**config.mk**
```make
export PLATFORM = sky130hd
export DESIGN_NAME = if_stage
export DESIGN_NICKNAME = d
export VERILOG_FILES = /design/src/rtl/mysoc_pkg.sv /design/src/rtl/fetch_fifo.sv /design/src/rtl/if_stage.sv
export SDC_FILE = /design/constraint.sdc
export NUM_CORES = 1
export LEC_CHECK = 0
export ABC_AREA = 1
export BUFFER_PORTS_ARGS = -buffer_cell sky130_fd_sc_hd__buf_2
export CORE_ASPECT_RATIO = 1.2
export CORE_MARGIN = 4
export CORE_UTILIZATION = 25
export CTS_CLUSTER_DIAMETER = 80
export CTS_CLUSTER_SIZE = 20
export DETAILED_ROUTE_END_ITERATION = 10
export GPL_TIMING_DRIVEN = 0
export PLACE_DENSITY = 0.4
export SYNTH_ARGS = -nofsm -noshare
export SYNTH_HDL_FRONTEND = slang
export SYNTH_SLANG_ARGS = --single-unit
```
**constraint.sdc**
```tcl
create_clock -name clk -period 8.7 [get_ports clk]
set_clock_uncertainty 0.05 [all_clocks]
set_input_delay 0.87 -clock clk [delete_from_list [all_inputs] [get_ports clk]]
set_output_delay 0.87 -clock clk [all_outputs]
set_load 0.1 [all_outputs]
```
**src/rtl/mysoc_pkg.sv**
```systemverilog
// Shared definitions for the mysoc RV32I pipeline: data width, reset vector
// and the {pc, instruction} packet passed from fetch to decode.
package mysoc_pkg;

  localparam int XLEN = 32;

  localparam logic [XLEN-1:0] RESET_PC_DEFAULT = 32'h0000_0000;
  localparam logic [XLEN-1:0] INSTR_NOP        = 32'h0000_0013;

  typedef struct packed {
    logic [XLEN-1:0] pc;
    logic [XLEN-1:0] instr;
  } fetch_pkt_t;

endpackage

```
**src/rtl/fetch_fifo.sv**
```systemverilog
// Synchronous instruction buffer between the fetch response path and decode.
// Head is read combinationally; flush wins over push.
module fetch_fifo #(
  parameter int DEPTH = 2,
  parameter int WIDTH = 64
) (
  input  logic                     clk,
  input  logic                     rst,
  input  logic                     push,
  input  logic                     pop,
  input  logic                     flush,
  input  logic [WIDTH-1:0]         din,
  output logic                     full,
  output logic                     empty,
  output logic [$clog2(DEPTH):0]   count,
  output logic [WIDTH-1:0]         dout
);

  localparam int AW = $clog2(DEPTH);
  localparam int CW = AW + 1;

  logic [WIDTH-1:0] mem [DEPTH];
  logic [AW-1:0]    wr_ptr;
  logic [AW-1:0]    rd_ptr;

  // NOTE: all state uses non-blocking assignments so every register samples
  // pre-edge values, independent of the order the blocks are evaluated in.
  always_ff @(posedge clk) begin
    if (rst || flush) begin
      wr_ptr <= '0;
      rd_ptr <= '0;
      count  <= '0;
    end else begin
      if (push) wr_ptr <= wr_ptr + AW'(1);
      if (pop)  rd_ptr <= rd_ptr + AW'(1);
      count <= count + CW'(push) - CW'(pop);
    end
  end

  // NOTE: storage is deliberately not reset; validity lives in count, so a
  // reset here would only add fan-out to every data flop.
  always_ff @(posedge clk) begin
    if (push) mem[wr_ptr] <= din;
  end

  assign full  = (count == CW'(DEPTH));
  assign empty = (count == '0);
  assign dout  = mem[rd_ptr];

  a_no_overflow:  assert property (@(posedge clk) disable iff (rst || flush) push |-> (!full || pop));
  a_no_underflow: assert property (@(posedge clk) disable iff (rst || flush) pop |-> !empty);

endmodule

```
**src/rtl/if_stage.sv**
```systemverilog
// Instruction-fetch stage: issues in-order word fetches under a credit limit,
// tags returned words with their PC, and drops fetches made stale by redirects.
module if_stage
  import mysoc_pkg::*;
#(
  parameter logic [XLEN-1:0] RESET_PC   = RESET_PC_DEFAULT,
  parameter int              FIFO_DEPTH = 2
) (
  input  logic            clk,
  input  logic            rst,
  output logic            imem_req_valid,
  input  logic            imem_req_ready,
  output logic [XLEN-1:0] imem_req_addr,
  input  logic            imem_rsp_valid,
  input  logic [XLEN-1:0] imem_rsp_data,
  input  logic            redirect_valid,
  input  logic [XLEN-1:0] redirect_pc,
  output logic            id_valid,
  input  logic            id_ready,
  output logic [XLEN-1:0] id_pc,
  output logic [XLEN-1:0] id_instruction
);

  localparam int              CW      = $clog2(FIFO_DEPTH) + 1;
  localparam logic [CW-1:0]   DEPTH_C = CW'(FIFO_DEPTH);

  logic [XLEN-1:0] fetch_pc;
  logic [XLEN-1:0] rsp_pc;
  logic [XLEN-1:0] redirect_aligned;
  logic [CW-1:0]   outstanding;
  logic [CW-1:0]   drop_cnt;
  logic [CW-1:0]   fifo_count;
  logic [CW:0]     occ;
  logic            fifo_full;
  logic            fifo_empty;
  logic            req_fire;
  logic            id_fire;
  logic            rsp_keep;
  logic            unused_lsbs;
  fetch_pkt_t      push_pkt;
  fetch_pkt_t      head_pkt;

  assign redirect_aligned = {redirect_pc[XLEN-1:2], 2'b00};
  assign unused_lsbs      = ^redirect_pc[1:0];

  assign id_valid = !rst && !fifo_empty && !redirect_valid;
  assign id_fire  = id_valid && id_ready;

  // Occupancy counts fetches in flight plus buffered words, crediting a pop
  // this cycle, so every future response is guaranteed a FIFO slot.
  assign occ            = {1'b0, outstanding} + {1'b0, fifo_count} - (CW+1)'(id_fire);
  assign imem_req_valid = !rst && !redirect_valid && (occ < {1'b0, DEPTH_C});
  assign imem_req_addr  = fetch_pc;
  assign req_fire       = imem_req_valid && imem_req_ready;

  assign rsp_keep = imem_rsp_valid && (drop_cnt == '0) && !redirect_valid;
  assign push_pkt = '{pc: rsp_pc, instr: imem_rsp_data};

  assign id_pc          = fifo_empty ? '0 : head_pkt.pc;
  assign id_instruction = fifo_empty ? '0 : head_pkt.instr;

  fetch_fifo #(
    .DEPTH (FIFO_DEPTH),
    .WIDTH (2 * XLEN)
  ) u_fifo (
    .clk   (clk),
    .rst   (rst),
    .push  (rsp_keep),
    .pop   (id_fire),
    .flush (redirect_valid),
    .din   (push_pkt),
    .full  (fifo_full),
    .empty (fifo_empty),
    .count (fifo_count),
    .dout  (head_pkt)
  );

  always_ff @(posedge clk) begin
    if (rst) begin
      fetch_pc    <= RESET_PC;
      rsp_pc      <= RESET_PC;
      outstanding <= '0;
      drop_cnt    <= '0;
    end else if (redirect_valid) begin
      // Every fetch still in flight after this cycle belongs to the old path.
      fetch_pc    <= redirect_aligned;
      rsp_pc      <= redirect_aligned;
      outstanding <= outstanding - CW'(imem_rsp_valid);
      drop_cnt    <= outstanding - CW'(imem_rsp_valid);
    end else begin
      if (req_fire) fetch_pc <= fetch_pc + 32'd4;
      outstanding <= outstanding + CW'(req_fire) - CW'(imem_rsp_valid);
      if (imem_rsp_valid) begin
        if (drop_cnt != '0) drop_cnt <= drop_cnt - CW'(1);
        else                rsp_pc   <= rsp_pc + 32'd4;
      end
    end
  end

  a_no_orphan_rsp: assert property (@(posedge clk) disable iff (rst)
    imem_rsp_valid |-> (outstanding != '0));
  a_credit_limit:  assert property (@(posedge clk) disable iff (rst)
    ({1'b0, outstanding} + {1'b0, fifo_count}) <= {1'b0, DEPTH_C});
  a_push_has_room: assert property (@(posedge clk) disable iff (rst)
    rsp_keep |-> (!fifo_full || id_fire));
  a_drop_bounded:  assert property (@(posedge clk) disable iff (rst)
    drop_cnt <= outstanding);

endmodule

```
==> run_summary.xml <==
<?xml version="1.0" encoding="UTF-8"?>
<metrics>
  <group name="run_status">
    <metric name="status" unit="">finished, final reports clean</metric>
  </group>
  <group name="detailed_routing">
    <metric name="totalWireLength" unit="um">29500</metric>
    <metric name="route.detailed.vias_per_inst" unit="">4.44</metric>
    <metric name="route.detailed.drc" unit="">0</metric>
    <metric name="route.vias.total" unit="">7898</metric>
    <metric name="drtAntennaViolNets" unit="">0</metric>
    <metric name="first_pass_detailed_route_iteration_total" unit="">5</metric>
    <metric name="routed_wire_length_per_instance" unit="um">16.6</metric>
    <metric name="drt-initial-drc-count" unit="">383</metric>
  </group>
  <group name="yosys">
    <metric name="postSynth.asyncResetShare" unit="%">0</metric>
    <metric name="compound_cell_area_share_of_the_yosys_netlist" unit="%">10.1</metric>
    <metric name="post_synthesis_share_of_cell_area_spent_on_and_or_nand_and_nor_gates" unit="%">25.3</metric>
    <metric name="ys_seq_area_share" unit="%">55.3</metric>
    <metric name="yosys_register_bits" unit="">193</metric>
    <metric name="most_used_dff_post_synth" unit="">edfxtp_1</metric>
    <metric name="synth_area_leader_cell" unit="">edfxtp_1</metric>
    <metric name="synth_enable_flop_cells" unit="">124</metric>
    <metric name="post_synth_xor_area_fraction" unit="%">1.42</metric>
    <metric name="dominant_combinational_cell_family_by_area_after_synthesis" unit="">simple AND/OR/NAND/NOR gates</metric>
    <metric name="synth_warnings" unit="">0</metric>
    <metric name="yosys.area.top_type_share" unit="%">40.3</metric>
    <metric name="area_of_the_mapped_netlist" unit="sq mm">0.00924</metric>
    <metric name="ys_types" unit="">42</metric>
    <metric name="muxShareOfSynthArea" unit="%">0</metric>
    <metric name="syn-mean-instance-area" unit="sq um">8.31</metric>
    <metric name="synthTopCellsByArea" unit="">edfxtp_1, dfxtp_1, nand2_1, a21oi_1, nor2_1</metric>
    <metric name="postSynthCellCount" unit="">1112</metric>
    <metric name="synthAdderAreaFrac" unit="%">1.44</metric>
  </group>
  <group name="clocking">
    <metric name="postCtsResizedCells" unit="">0</metric>
    <metric name="max-clock-path-buffers" unit="">2</metric>
    <metric name="clkTransAtPathRegs" unit="ns">0.07</metric>
    <metric name="cts_num_sinks" unit="">193</metric>
    <metric name="ctsHoldBuffers" unit="">0</metric>
    <metric name="clock-root-buffer" unit="">clkbuf_16</metric>
    <metric name="cts_tree" unit="">yes</metric>
    <metric name="postCtsSetupRepairBufs" unit="">0</metric>
    <metric name="tritoncts.num_buffers" unit="">17</metric>
    <metric name="clkLatencyLatePin" unit="ns">0.46</metric>
    <metric name="htree_num_levels" unit="">4</metric>
  </group>
  <group name="timing">
    <metric name="worst_pin_slew" unit="ns">0.995</metric>
    <metric name="period_minus_slack" unit="ns">4.39</metric>
    <metric name="final_cycle_utilization_of_the_critical_path" unit="%">50.5</metric>
    <metric name="fmaxAchievable" unit="GHz">0.228</metric>
    <metric name="finalSetupViolCount" unit="">0</metric>
    <metric name="slew_violations" unit="">0</metric>
    <metric name="hold_violations" unit="">0</metric>
    <metric name="setup-tns-final" unit="ns">0</metric>
    <metric name="maxSlewHeadroom" unit="%">33.4</metric>
    <metric name="rsz0062_at_grt" unit="">false</metric>
    <metric name="hold_slack" unit="ns">0.465</metric>
    <metric name="post-route-worst-setup-slack" unit="ns">4.31</metric>
  </group>
  <group name="floorplanning">
    <metric name="starting_utilization_of_the_core_area" unit="%">25.5</metric>
    <metric name="die_area" unit="sq mm">0.0401</metric>
    <metric name="ioPinCount" unit="">168</metric>
    <metric name="fp-row-count" unit="">76</metric>
    <metric name="design.core.area" unit="sq mm">0.0362</metric>
    <metric name="die_x" unit="um">183</metric>
    <metric name="die_height" unit="um">219</metric>
  </group>
  <group name="placed_design">
    <metric name="number_of_placed_instances_with_taps_included" unit="">1748</metric>
    <metric name="detailed_place.area" unit="sq mm">0.0107</metric>
    <metric name="hpwlAfterDp" unit="um">22200</metric>
    <metric name="port_buffers" unit="">161</metric>
    <metric name="dp_slack" unit="ns">4.51</metric>
    <metric name="gp_congestion" unit="">0.840</metric>
  </group>
  <group name="global_route">
    <metric name="grt.met2_usage" unit="%">24.9</metric>
    <metric name="antenna_found_initial" unit="">0</metric>
    <metric name="first_global_vias" unit="">7726</metric>
    <metric name="grt_util_met3" unit="%">2.58</metric>
    <metric name="grt_max_degree" unit="">29</metric>
    <metric name="grtUsageTotal" unit="%">14.6</metric>
    <metric name="busiest_layer" unit="">met2</metric>
    <metric name="wire_length_of_the_first_global_routing_pass" unit="um">44700</metric>
    <metric name="globalRoute.totalOverflow" unit="">0</metric>
    <metric name="groute.layer.met1.usage" unit="%">18.9</metric>
  </group>
  <group name="min_path">
    <metric name="hp-class" unit="">reg2reg</metric>
    <metric name="hold_path_startpoint" unit="">u_fifo.rd_ptr</metric>
    <metric name="min_delay_worst_endpoint" unit="">u_fifo.rd_ptr</metric>
    <metric name="min_delay_path_depth" unit="">2</metric>
  </group>
  <group name="worst_setup_path">
    <metric name="critical_path.reg2reg.endpoint" unit="">outstanding[1]</metric>
    <metric name="crit_path_start" unit="">u_fifo.count[1]</metric>
    <metric name="crit_path_max_fanout" unit="">9</metric>
    <metric name="critical_path.max_stage_delay" unit="ns">0.75</metric>
    <metric name="reg2reg_slack" unit="ns">4.71</metric>
    <metric name="critical-path-top-cell-by-count" unit="">inv_1</metric>
    <metric name="crit_path_cell_trace" unit="">nor2_1 &gt; nor2_1 &gt; nand2_1 &gt; inv_1 &gt; ha_1 &gt; inv_1 &gt; nand2_1 &gt; fa_1 &gt; inv_1 &gt; nor2_4 &gt; nand2_1 &gt; inv_1 &gt; buf_2</metric>
    <metric name="crit-reg2reg-launch" unit="">u_fifo.count[1]</metric>
    <metric name="crit_path_start_kind" unit="">register</metric>
    <metric name="reg2reg_depth" unit="">17</metric>
    <metric name="end_kind" unit="">output port</metric>
    <metric name="critPathRequiredTime" unit="ns">7.78</metric>
    <metric name="critPathArrivalTime" unit="ns">3.47</metric>
    <metric name="critical-path-slowest-cell" unit="">nor2_1</metric>
    <metric name="critical_path_class" unit="">reg2out</metric>
  </group>
  <group name="cells_and_area">
    <metric name="finalCoreUtilization" unit="%">31.3</metric>
    <metric name="antennaDiodeCount" unit="">0</metric>
    <metric name="final_area" unit="sq mm">0.0113</metric>
    <metric name="final_cells" unit="">1780</metric>
    <metric name="post_route_cells_drive_above_1_share" unit="%">17.5</metric>
    <metric name="syn2layout_area_growth" unit="%">22.7</metric>
    <metric name="fin_nets" unit="">1379</metric>
  </group>
  <group name="power_and_ir_drop">
    <metric name="total_leakage_power" unit="nW">4.67</metric>
    <metric name="power.ir.vdd_worst" unit="uV">129</metric>
    <metric name="total_power" unit="mW">2.17</metric>
    <metric name="power.density" unit="mW/mm^2">191</metric>
  </group>
  <group name="flow_run">
    <metric name="max_capacitance_violation_count" unit="">0</metric>
  </group>
</metrics>
[registers in the layout (all words and copies together) (netlist names), named ones only]
register,flops
outstanding,2
u_fifo.mem,124
imem_req_addr,30
u_fifo.wr_ptr,1
u_fifo.count,2
rsp_pc,30
u_fifo.rd_ptr,1
drop_cnt,2
[logic make-up after synthesis]
kind of cell | count (synthesis)
compound gates | 178
xor+xnor | 15
fa+ha+maj | 10
buf+inv | 148
flops | 193
other cells | 1
simple gates | 567
[critical path: cells and delay by family, from the launching register on]
| kind | cells | cell delay, ns |
|---|---|---|
| flops | 1 | 0.33 |
| fa+ha+maj | 2 | 0.74 |
| simple gates | 6 | 1.28 |
| buf+inv | 5 | 0.66 |
[how the worst max path moves through the flow]
| stage | end | cells past startpoint |
|---|---|---|
| floorplan | imem_req_valid | 13 |
| global placement | u_fifo.mem[1][56] | 5 |
| detailed placement | outstanding[1] | 19 |
| CTS | imem_req_valid | 13 |
| global route | imem_req_valid | 13 |
| finish | imem_req_valid | 13 |
[final cells by class]
class / count / area (sq um)
Sequential cell: 193 / 5100
Multi-Input combinational cell: 774 / 3570
Inverter: 107 / 404
Clock inverter: 12 / 119
Buffer: 41 / 186
Timing Repair Buffer: 165 / 893
Clock buffer: 20 / 468
Fill cell: 3921 / 24900
Tap cell: 468 / 586
[routing by layer]
metal	up-vias	wire, um
li1	4024	-
met1	3628	13300
met2	221	14100
met3	25	1490
met4	0	626
met5	-	0
[cell usage after synthesis (7+ instances only)]
cell type and count:
nand2_1 362, edfxtp_1 124, a21oi_1 112, nor2_1 107
inv_1 100, dfxtp_1 69, nand3_1 63, o21ai_0 43
clkbuf_1 24, xor2_1 14, a31oi_1 10, ha_1 9
nand4_1 8, buf_4 7
[power by group]
part           leakage [nW]  switching, mW  total, mW  internal [mW]
Combinational          2.67          0.244      0.313         0.0691
Clock                 0.304          0.363      0.799          0.437
Sequential             1.70         0.0377       1.05           1.02
Total                  4.67          0.645       2.17           1.52
[cell usage in the layout, fill, tap and decap left out, drive strengths merged, types with 2 or more instances in the layout]
cell / netlist / routed
conb: 1 / 4
inv: 105 / 113
nand3: 64 / 64
nor3b: 2 / 2
bufinv: 0 / 2
dfxtp: 69 / 69
nand3b: 4 / 4
a31oi: 10 / 10
a21oi: 112 / 112
or2: 5 / 5
edfxtp: 124 / 124
xor2: 14 / 14
clkbuf: 24 / 44
o21ai: 44 / 44
and2: 3 / 3
o21a: 2 / 2
clkinv: 2 / 4
ha: 9 / 9
nor2: 114 / 114
nand2: 365 / 365
buf: 17 / 182
nand4: 8 / 8
o21bai: 4 / 4
(Power assumes the default switching activity.)
